$ cat src/rtl/hi_lo_muldiv_pkg.sv
// hi_lo_pkg: shared types for the HI/LO multiply/divide unit.
//   op_t       : 4-bit operation code issued by the decoder
//   md_state_t : sequencing state of the unit
//   helpers    : classify an op code as signed / multiply-family / divide-family
package hi_lo_pkg;

  typedef enum logic [3:0] {
    MTHI  = 4'd0,
    MTLO  = 4'd1,
    MULT  = 4'd2,
    MULTU = 4'd3,
    MADD  = 4'd4,
    MADDU = 4'd5,
    MSUB  = 4'd6,
    MSUBU = 4'd7,
    DIV   = 4'd8,
    DIVU  = 4'd9
  } op_t;

  typedef enum logic [1:0] {
    ST_IDLE = 2'd0,
    ST_MUL  = 2'd1,
    ST_DIV  = 2'd2,
    ST_FIX  = 2'd3
  } md_state_t;

  function automatic logic op_is_signed(input op_t op);
    return (op == MULT) || (op == MADD) || (op == MSUB) || (op == DIV);
  endfunction

  function automatic logic op_is_mul(input op_t op);
    return (op == MULT) || (op == MULTU) || (op == MADD) ||
           (op == MADDU) || (op == MSUB) || (op == MSUBU);
  endfunction

  function automatic logic op_is_div(input op_t op);
    return (op == DIV) || (op == DIVU);
  endfunction

endpackage

$ cat src/rtl/hi_lo_muldiv_if.sv
// hi_lo_muldiv_if: issue/result bundle between decoder and HI/LO unit.
//   master (decoder side): drives start, op, a, b; reads busy, done, div_zero, hi_out, lo_out
//   slave  (unit side)   : the reverse
interface hi_lo_muldiv_if #(
  parameter int WIDTH = 32
);
  import hi_lo_pkg::*;

  logic             start;
  op_t              op;
  logic [WIDTH-1:0] a;
  logic [WIDTH-1:0] b;
  logic             busy;
  logic             done;
  logic             div_zero;
  logic [WIDTH-1:0] hi_out;
  logic [WIDTH-1:0] lo_out;

  modport master (
    output start, op, a, b,
    input  busy, done, div_zero, hi_out, lo_out
  );

  modport slave (
    input  start, op, a, b,
    output busy, done, div_zero, hi_out, lo_out
  );
endinterface

$ cat src/rtl/hi_lo_muldiv_div_core.sv
// div_core: unsigned restoring divider, one quotient bit per clock.
//   clk, reset          : clock, asynchronous active-high reset
//   load                : capture dividend/divisor and start WIDTH iterations
//   dividend, divisor   : unsigned operands
//   quotient, remainder : results, final once valid is high
//   valid               : no iterations outstanding
module div_core #(
  parameter int WIDTH = 32
) (
  input  logic             clk,
  input  logic             reset,
  input  logic             load,
  input  logic [WIDTH-1:0] dividend,
  input  logic [WIDTH-1:0] divisor,
  output logic [WIDTH-1:0] quotient,
  output logic [WIDTH-1:0] remainder,
  output logic             valid
);
  localparam int CW = $clog2(WIDTH + 1);

  logic [WIDTH-1:0] r_quo;   // dividend shifts out the top, quotient bits shift in below
  logic [WIDTH-1:0] r_rem;
  logic [WIDTH-1:0] r_dvs;
  logic [CW-1:0]    r_count;
  logic [WIDTH:0]   w_shift;
  logic [WIDTH:0]   w_diff;

  // One extra bit so the trial subtraction's borrow lands in w_diff[WIDTH].
  assign w_shift = {r_rem, r_quo[WIDTH-1]};
  assign w_diff  = w_shift - {1'b0, r_dvs};

  always_ff @(posedge clk or posedge reset) begin
    if (reset) begin
      r_quo   <= '0;
      r_rem   <= '0;
      r_dvs   <= '0;
      r_count <= '0;
    end else if (load) begin
      r_quo   <= dividend;
      r_rem   <= '0;
      r_dvs   <= divisor;
      r_count <= CW'(WIDTH);
    end else if (r_count != '0) begin
      r_count <= r_count - 1'b1;
      if (!w_diff[WIDTH]) begin
        r_rem <= w_diff[WIDTH-1:0];
        r_quo <= {r_quo[WIDTH-2:0], 1'b1};
      end else begin
        r_rem <= w_shift[WIDTH-1:0];
        r_quo <= {r_quo[WIDTH-2:0], 1'b0};
      end
    end
  end

  assign quotient  = r_quo;
  assign remainder = r_rem;
  assign valid     = (r_count == '0);
endmodule

$ cat src/rtl/hi_lo_muldiv.sv
// hi_lo_muldiv: HI/LO register pair with move-to, multiply, multiply-accumulate
// and iterative divide.
//   clk   : rising-edge clock
//   reset : asynchronous active-high reset, clears all state
//   bus   : slave side of hi_lo_muldiv_if (start/op/a/b in; busy/done/div_zero/hi_out/lo_out out)
module hi_lo_muldiv #(
  parameter int WIDTH = 32
) (
  input  logic           clk,
  input  logic           reset,
  hi_lo_muldiv_if.slave  bus
);
  import hi_lo_pkg::*;

  localparam int IW = $clog2(WIDTH);

  md_state_t          r_state, w_state_next;
  op_t                r_op;
  logic [WIDTH-1:0]   r_hi, r_lo, r_a;
  logic [2*WIDTH-1:0] r_prod;
  logic               r_done, r_div_zero, r_b_zero, r_neg_q, r_neg_r;
  logic [IW-1:0]      r_iter;

  logic               w_accept, w_signed, w_sgn_a, w_sgn_b, w_load, w_busy;
  logic [WIDTH-1:0]   w_mag_a, w_mag_b, w_quo, w_rem, w_q_fix, w_r_fix;
  logic [2*WIDTH-1:0] w_a_ext, w_b_ext, w_prod, w_mul_res;
  logic               w_div_valid;

  assign w_accept = bus.start && (r_state == ST_IDLE);
  assign w_signed = op_is_signed(bus.op);

  // Extending both operands to 2*WIDTH and multiplying modulo 2^(2*WIDTH)
  // yields the correct two's-complement product for the signed ops too.
  assign w_a_ext = w_signed ? {{WIDTH{bus.a[WIDTH-1]}}, bus.a} : {{WIDTH{1'b0}}, bus.a};
  assign w_b_ext = w_signed ? {{WIDTH{bus.b[WIDTH-1]}}, bus.b} : {{WIDTH{1'b0}}, bus.b};
  assign w_prod  = w_a_ext * w_b_ext;

  always_comb begin
    w_mul_res = r_prod;
    if ((r_op == MADD) || (r_op == MADDU)) w_mul_res = {r_hi, r_lo} + r_prod;
    else if ((r_op == MSUB) || (r_op == MSUBU)) w_mul_res = {r_hi, r_lo} - r_prod;
  end

  // Magnitudes for the unsigned core. The most-negative value negates to
  // itself, which read unsigned is exactly its magnitude, so overflow
  // (most-negative / -1) falls out with no special case.
  assign w_sgn_a = w_signed && bus.a[WIDTH-1];
  assign w_sgn_b = w_signed && bus.b[WIDTH-1];
  assign w_mag_a = w_sgn_a ? -bus.a : bus.a;
  assign w_mag_b = w_sgn_b ? -bus.b : bus.b;
  assign w_load  = w_accept && op_is_div(bus.op);

  div_core #(.WIDTH(WIDTH)) u_div (
    .clk       (clk),
    .reset     (reset),
    .load      (w_load),
    .dividend  (w_mag_a),
    .divisor   (w_mag_b),
    .quotient  (w_quo),
    .remainder (w_rem),
    .valid     (w_div_valid)
  );

  assign w_q_fix = r_neg_q ? -w_quo : w_quo;
  assign w_r_fix = r_neg_r ? -w_rem : w_rem;

  // FSM: state register
  always_ff @(posedge clk or posedge reset) begin
    if (reset) r_state <= ST_IDLE;
    else       r_state <= w_state_next;
  end

  // FSM: next state
  always_comb begin
    w_state_next = r_state;
    unique case (r_state)
      ST_IDLE: begin
        if (w_accept && op_is_mul(bus.op))      w_state_next = ST_MUL;
        else if (w_accept && op_is_div(bus.op)) w_state_next = ST_DIV;
      end
      ST_MUL:  w_state_next = ST_IDLE;
      ST_DIV:  if (r_iter == '0) w_state_next = ST_FIX;
      ST_FIX:  w_state_next = ST_IDLE;
      default: w_state_next = ST_IDLE;
    endcase
  end

  // FSM: outputs
  always_comb begin
    w_busy = (r_state != ST_IDLE);
  end

  // Datapath registers
  always_ff @(posedge clk or posedge reset) begin
    if (reset) begin
      r_op       <= MTHI;
      r_hi       <= '0;
      r_lo       <= '0;
      r_a        <= '0;
      r_prod     <= '0;
      r_done     <= 1'b0;
      r_div_zero <= 1'b0;
      r_b_zero   <= 1'b0;
      r_neg_q    <= 1'b0;
      r_neg_r    <= 1'b0;
      r_iter     <= '0;
    end else begin
      r_done <= 1'b0;
      unique case (r_state)
        ST_IDLE: begin
          if (w_accept) begin
            r_op <= bus.op;
            if (bus.op == MTHI)          r_hi <= bus.a;
            else if (bus.op == MTLO)     r_lo <= bus.a;
            else if (op_is_mul(bus.op))  r_prod <= w_prod;
            else if (op_is_div(bus.op)) begin
              r_a        <= bus.a;
              r_b_zero   <= (bus.b == '0);
              r_neg_q    <= w_sgn_a ^ w_sgn_b;
              r_neg_r    <= w_sgn_a;
              r_div_zero <= 1'b0;
              r_iter     <= IW'(WIDTH - 1);
            end
          end
        end
        ST_MUL: begin
          {r_hi, r_lo} <= w_mul_res;
          r_done       <= 1'b1;
        end
        ST_DIV: r_iter <= r_iter - 1'b1;
        ST_FIX: begin
          if (w_div_valid) begin
            r_done     <= 1'b1;
            r_div_zero <= r_b_zero;
            if (r_b_zero) begin
              r_lo <= '1;
              r_hi <= r_a;
            end else begin
              r_lo <= w_q_fix;
              r_hi <= w_r_fix;
            end
          end
        end
        default: ;
      endcase
    end
  end

  assign bus.busy     = w_busy;
  assign bus.done     = r_done;
  assign bus.div_zero = r_div_zero;
  assign bus.hi_out   = r_hi;
  assign bus.lo_out   = r_lo;
endmodule

$ cat src/flat_wrapper.sv
// flat-port wrapper written by rule: the top's interface ports become plain ports
module hi_lo_muldiv_flat import hi_lo_pkg::*;
#(
  parameter int WIDTH = 32
)
  (clk, reset, bus_start, bus_op, bus_a, bus_b, bus_busy, bus_done, bus_div_zero, bus_hi_out, bus_lo_out);
  hi_lo_muldiv_if #(.WIDTH(WIDTH)) bus_i ();
  input  logic clk;
  input  logic reset;
  input wire logic [$bits(bus_i.start)-1:0] bus_start;
  input wire logic [$bits(bus_i.op)-1:0] bus_op;
  input wire logic [$bits(bus_i.a)-1:0] bus_a;
  input wire logic [$bits(bus_i.b)-1:0] bus_b;
  output wire logic [$bits(bus_i.busy)-1:0] bus_busy;
  output wire logic [$bits(bus_i.done)-1:0] bus_done;
  output wire logic [$bits(bus_i.div_zero)-1:0] bus_div_zero;
  output wire logic [$bits(bus_i.hi_out)-1:0] bus_hi_out;
  output wire logic [$bits(bus_i.lo_out)-1:0] bus_lo_out;
  assign bus_i.start = bus_start;
  assign bus_i.op = bus_op;
  assign bus_i.a = bus_a;
  assign bus_i.b = bus_b;
  assign bus_busy = bus_i.busy;
  assign bus_done = bus_i.done;
  assign bus_div_zero = bus_i.div_zero;
  assign bus_hi_out = bus_i.hi_out;
  assign bus_lo_out = bus_i.lo_out;
  hi_lo_muldiv #(.WIDTH(WIDTH)) u_core (.clk(clk), .reset(reset), .bus(bus_i));
endmodule
$ cat config.mk
export PLATFORM = sky130hd
export DESIGN_NAME = hi_lo_muldiv_flat
export DESIGN_NICKNAME = d
export VERILOG_FILES = /design/src/rtl/hi_lo_muldiv_pkg.sv /design/src/rtl/hi_lo_muldiv_if.sv /design/src/rtl/hi_lo_muldiv_div_core.sv /design/src/rtl/hi_lo_muldiv.sv /design/src/flat_wrapper.sv
export SDC_FILE = /design/constraint.sdc
export NUM_CORES = 2
export LEC_CHECK = 0
export CAP_MARGIN = 20
export CORE_MARGIN = 2
export CORE_UTILIZATION = 43
export CTS_CLUSTER_SIZE = 30
export DETAILED_ROUTE_END_ITERATION = 7
export GPL_ROUTABILITY_DRIVEN = 0
export HOLD_SLACK_MARGIN = 0.05
export PLACE_DENSITY = 0.56
export SLEW_MARGIN = 30
export SYNTH_ARGS = -nofsm -noshare
export SYNTH_HDL_FRONTEND = slang
export SYNTH_HIERARCHICAL = 1
export SYNTH_SLANG_ARGS = --single-unit
$ cat constraint.sdc
create_clock -name clk -period 7.6 [get_ports clk]
set_clock_uncertainty 0.2 [all_clocks]
set_input_delay 0.76 -clock clk [delete_from_list [all_inputs] [get_ports clk]]
set_output_delay 0.76 -clock clk [all_outputs]
set_load 0.02 [all_outputs]
# [Word level (Yosys, flattened, before mapping)]
# Index checks and enable logic that the tools add are counted.
[word_totals] output_inout_bits=67 ramBits=0 romBits=0 latchBits=0 n_memories=0 word_cells=138 reg_bits=278 in_bits=71
[classes] bitwise=4 n_lt_le_gt_ge=0 n_div=0 shifts=0 n_eq_ne=26 reduce_logical=36 mul=1 addsub=9 muxes=46
[op_table] op="two-way mux 32 bit" n=18
[op_table] op="two-way mux 64 bit" n=4
[op_table] op="case mux 32 bit (3 select lines)" n=2
[op_table] op="negation 32 bit" n=4
[op_table] op="adder 64 bit" n=1
[op_table] op="multiplier 64 x 64 -> 64 bit" n=1
[op_table] op="subtractor 64 bit" n=1
[op_table] op="subtractor 33 x 32 -> 33 bit" n=1
[op_table] op="equality test 4 x 3 -> 1 bit (second input constant)" n=8
[op_table] op="logical NOT 32 bit" n=1
[op_table] op="two-way mux 5 bit" n=5
[op_table] op="inequality test 2 bit (second input constant)" n=7
[op_table] op="two-way mux 6 bit" n=2
[op_table] op="AND reduction 6 bit" n=2
[op_table] op="logical OR 1 bit" n=11
[op_table] op="case mux 5 bit (2 select lines)" n=1
[op_table] op="AND reduction 5 bit" n=2
[op_table] op="equality test 4 x 2 -> 1 bit (second input constant)" n=2
[op_table] op="equality test 4 bit (second input constant)" n=2
[op_table] op="two-way mux 1 bit" n=8
[op_table] op="nonzero test 2 bit" n=4
[op_table] op="AND reduction 7 bit" n=1
[op_table] op="logical NOT 6 bit" n=1
[op_table] op="two-way mux 2 bit" n=3
[op_table] op="20 further kinds" n=30

# [Logic depth before layout (Yosys ltp)]
[logic_depth] depth_word=11 ltp_mapped=40 ltp_nobuf=37

# [Hierarchy]
# Netlist, hierarchy kept.
[by_module_without_submodules] module="hi_lo_muldiv" cells_per_inst=7657 instances=1 seq_area_each_um2=4379.2 area_each_um2=65421.5
[by_module_without_submodules] module="div_core" cells_per_inst=794 instances=1 seq_area_each_um2=2552.4 area_each_um2=6777.8

# [Worst setup path after synthesis]
# OpenSTA, ideal clock, no wires.
[synth_path] path_kind="input to register" from="input bus_op[1]" to="register u_core.r_prod[62]" n_path_buf=3 path_stages=35 setup_ns=0.137 arrival_time_ns=10.051 setup_slack_ns=-2.788 required_ns=7.263 cell_sequence="nor2_1 > or2_2 > a21oi_1 > and2_1 > clkbuf_1 > clkbuf_1 > clkbuf_1 > nand2_1 > fa_1 > fa_1 > fa_1 > inv_1 > fa_1 > inv_1 > fa_1 > inv_1 > fa_1 > fa_1 > fa_1 > fa_1 > inv_1 > fa_1 > inv_1 > ha_1 > a21oi_1 > o21bai_1 > a21o_1 > a21o_1 > a21oi_1 > o21ai_0 > nor3_1 > a21oi_1 > a311oi_1 > mux2i_1 > o211ai_1"
[synth_between] elab_chain_cells=7 word_cells_on_any_way=23 cone_classes="1 x mul; 8 x eq/ne; 2 x mux; 2 x bitwise; 10 x reduce/logical"
[synth_lines] element="from (decl)" line_no="flat_wrapper.sv:11" text="input wire logic [$bits(bus_i.op)-1:0] bus_op;"
[synth_lines] element="branches (longest 7 deep; another with multiplier 64 x 64 -> 64 bit)"
[synth_lines] element="to (signal assigned)" line_no="hi_lo_muldiv.sv:115" text="else if (op_is_mul(bus.op)) r_prod <= w_prod;"
[synth_lines] element="to (decl)" line_no="hi_lo_muldiv.sv:20" text="logic [2*WIDTH-1:0] r_prod;"
# Several ways; the timed one is not identified.
# A chain may end at the register's enable or synchronous reset.

# [Worst setup path in the final report]
[layout_path] from="input bus_op[3]" to="register u_core.r_prod[60]"
# Same word-level chain as after synthesis.

==> results_dict.tcl <==
set metrics [dict create \
    via_count 61180 \
    dp_hpwl_um 217200 \
    track_usage 0.3055 \
    hold_viol_final 0 \
    rows 150 \
    final-max-slew-violation-count 0 \
    cts_tree "yes" \
    setup_violations 48 \
    worst_pin_slew_ns 0.9228 \
    dr.pass1.iters 6 \
    drc_errors 0 \
    reg2regPathDepth 12 \
    timing.rr.start "u_core/bus.lo_out[8]$_DFFE_PP0P_" \
    clock.fmax_mhz 106.7 \
    viasPerCell 5.418 \
    cp-start-kind "input pin" \
    area_delta_synth_final_pct 18.44 \
    synth-seq-cells 277 \
    cts_buffer_depth 3 \
    grt_antenna_before_repair 12 \
    drtIter0Drc 4954 \
    grt_pass1_wl_um 394700 \
    yosys.area_share.simple 0.1484 \
    slowest_stage "fa_1" \
    synth_nets 10420 \
    synth-edff-count 0 \
    die_h_um 413.8 \
    cts_max_level 2 \
    numPortBuffers 137 \
    placed_cell_area_sq_um 82020 \
    placed_cells 11130 \
    synthCells 8451 \
    wire_per_inst_um 22.77 \
    cts_buffers 37 \
    violations "setup timing" \
    holdBufCountCts 0 \
    grt_pass1_vias 64890 \
    clk_pin_slew_ns 0.06 \
    synth_mux_area_frac 0.007989 \
    clock_latency_ns 0.59 \
    async_reset_ff_frac 1.000 \
    critPathMostFrequentCell "fa_1" \
    synth-compound-area-share 0.1164 \
    synth_xor_area_frac 0.03821 \
    ys_types 93 \
    die-area_sq_um 171200 \
    drt_wl_total_um 257100 \
    drive_above_1_share 0.1548 \
    yosysWarningCount 6 \
    core_region_area_sq_um 167000 \
    synth_area_sq_um 72200 \
    worst_setup_path_end_kind "flip-flop" \
    crit_fanout 4 \
    synth_top_family_by_area "adder cells" \
    r2r-end "u_core/bus.hi_out[30]$_DFFE_PP0P_" \
    cp.required_ns 7.84 \
    ant_nets 0 \
    fin_ws_ns -1.774 \
    cts_root_buf "clkbuf_16" \
    rsz0062_at_grt "true" \
    holdCritPathClass "input pin to flip-flop" \
    synth.avg_cell_area_sq_um 8.543 \
    final_area_sq_um 85510 \
    crit_arrival_ns 9.62 \
    crit_path_end "u_core/r_prod[60]$_DFFE_PP0P_" \
    clock_sinks 277 \
    crit_type "input pin to flip-flop" \
    period_minus_slack_ns 9.374 \
    maxSlewHeadroom 0.3689 \
    initial_core_util 0.4322 \
    ys.flop_type "dfrtp_1" \
    final_cells 11290 \
    synth_adder_area_share 0.4759 \
    period_share 1.233 \
    io_pins 138 \
    crit_path_max_incr_delay_ns 0.56 \
    r2r_setup_slack_ns 2.46 \
    status "finished, violations left" \
    layout.nets 11010 \
    critPathLaunch "bus_op[3]" \
    seq_area_frac_synth 0.09601 \
    dieWidth_um 413.8 \
    grt_max_degree 100 \
    grt.overflow.total 0 \
    drv_cap 0 \
]
-- final cells by class --
type | instances | area (sq um)
clock inverter | 10 | 127.6
tap | 2204 | 2758
clock buffer | 56 | 1057
fill | 15790 | 81520
multi-input combinational | 5931 | 58530
inverter | 1765 | 6646
timing repair buffer | 1033 | 9413
antenna | 16 | 40.04
sequential | 277 | 6938
-- through the flow --
stage	hold slack, ns	TNS (ns)	util	setup slack, ns
final	0.2226	-52.45	0.5119	-1.774
after global routing	0.2073	-62.28	0.5119	-1.962
after CTS	0.2038	-53.39	0.5066	-1.755
after detailed placement	0.2599	-119.33	0.4910	-3.454
after global placement	0.2543	-116.46	0.4910	-3.408
after floorplan	0.2371	-43.00	-	-1.786
-- flip-flops by register name, summed over array words and instances (netlist names), 2 cells and up --
register / count
u_core/r_op: 3
u_core/u_div/r_count: 6
u_core/r_iter: 5
u_core/r_a: 32
u_core/u_div/r_dvs: 32
u_core/r_state: 2
u_core/u_div/quotient: 32
u_core/u_div/remainder: 32
u_core/r_prod: 64
u_core/bus.lo_out: 32
u_core/bus.hi_out: 32
-- cell families after synthesis --
family | count (synthesis)
fa+ha+maj | 1896
xor+xnor | 315
buf+inv | 2243
flops | 277
compound gates | 1334
simple gates | 2329
mux | 57
-- routing by layer --
layer	wire length, um	global-route usage	vias to the layer above	part of all wire
met4	13990	0.1402	4	0.054
met1	103500	0.3880	31150	0.40
met2	123800	0.5195	2128	0.48
met3	15710	0.03779	541	0.061
met5	34	0	-	0.00013
li1	-	-	27360	-
-- timing repair --
item / in CTS / in global routing
gates cloned: 4 / 0
pin swaps: 157 / 157
gates resized for setup: 272 / 177
endpoints found under the setup margin: 49 / 49
setup buffers: 59 / 32
-- critical path, delay by kind of cell --
family                   cells  cell delay, ns
AO/OA/AOI/OAI                8            1.25
multiplexers                 1            0.16
buffers and inverters       10            1.13
AND/OR/NAND/NOR              5            1.05
adder cells (fa/ha/maj)     11            5.25
-- cells in the mapped netlist, drive strengths merged (25+ instances only) --
| library cell | n | area [sq um] |
|---|---|---|
| or3 | 31 | 209.0 |
| inv | 1761 | 6610 |
| and3 | 56 | 350.3 |
| dfrtp | 277 | 6932 |
| nor3 | 62 | 315.3 |
| a21o | 76 | 578.1 |
| a311oi | 25 | 231.5 |
| mux2i | 52 | 520.5 |
| a211oi | 42 | 320.3 |
| nand3 | 85 | 425.4 |
| a221oi | 32 | 286.5 |
| nor2 | 323 | 1212 |
| o21bai | 41 | 307.8 |
| a31oi | 58 | 377.9 |
| o211ai | 30 | 230.2 |
| and2 | 357 | 2233 |
| nor4 | 33 | 206.5 |
| xor2 | 128 | 1121 |
| o21ai | 410 | 2052 |
| a21oi | 349 | 1750 |
| xnor2 | 187 | 1638 |
| fa | 1417 | 28370 |
| nor2b | 46 | 287.8 |
| ha | 479 | 5993 |
| nand4 | 43 | 275.3 |
| o31ai | 71 | 546.8 |
| nand2b | 46 | 287.8 |
| clkbuf | 404 | 1516 |
| nand2 | 1183 | 4441 |
| buf | 74 | 312.8 |
-- cells in the final DEF, fill, tap and decap left out, drive strengths merged, types with 187 or more instances in the layout --
cell      n
inv    1764
fa     1417
nand2  1183
buf     943
ha      479
o21ai   410
and2    357
a21oi   349
nor2    323
dfrtp   277
xnor2   187
-- worst min-delay path by stage --
stage                                           from                         end  slack [ns]  cells after the start
final                                      bus_op[2]  u_core/r_op[2]$_DFFE_PP0P_        0.22                      2
after global routing                       bus_op[2]  u_core/r_op[2]$_DFFE_PP0P_        0.21                      2
after floorplan           u_core/r_a[28]$_DFFE_PP0P_  u_core/r_a[28]$_DFFE_PP0P_        0.24                      2
after detailed placement  u_core/r_a[28]$_DFFE_PP0P_  u_core/r_a[28]$_DFFE_PP0P_        0.26                      2
after global placement    u_core/r_a[28]$_DFFE_PP0P_  u_core/r_a[28]$_DFFE_PP0P_        0.25                      2
after CTS                                  bus_op[2]  u_core/r_op[2]$_DFFE_PP0P_        0.20                      2
Power is left out: the tool's default activity adds up to more than one toggle a clock period on the data nets, which glitch-free logic cannot reach.
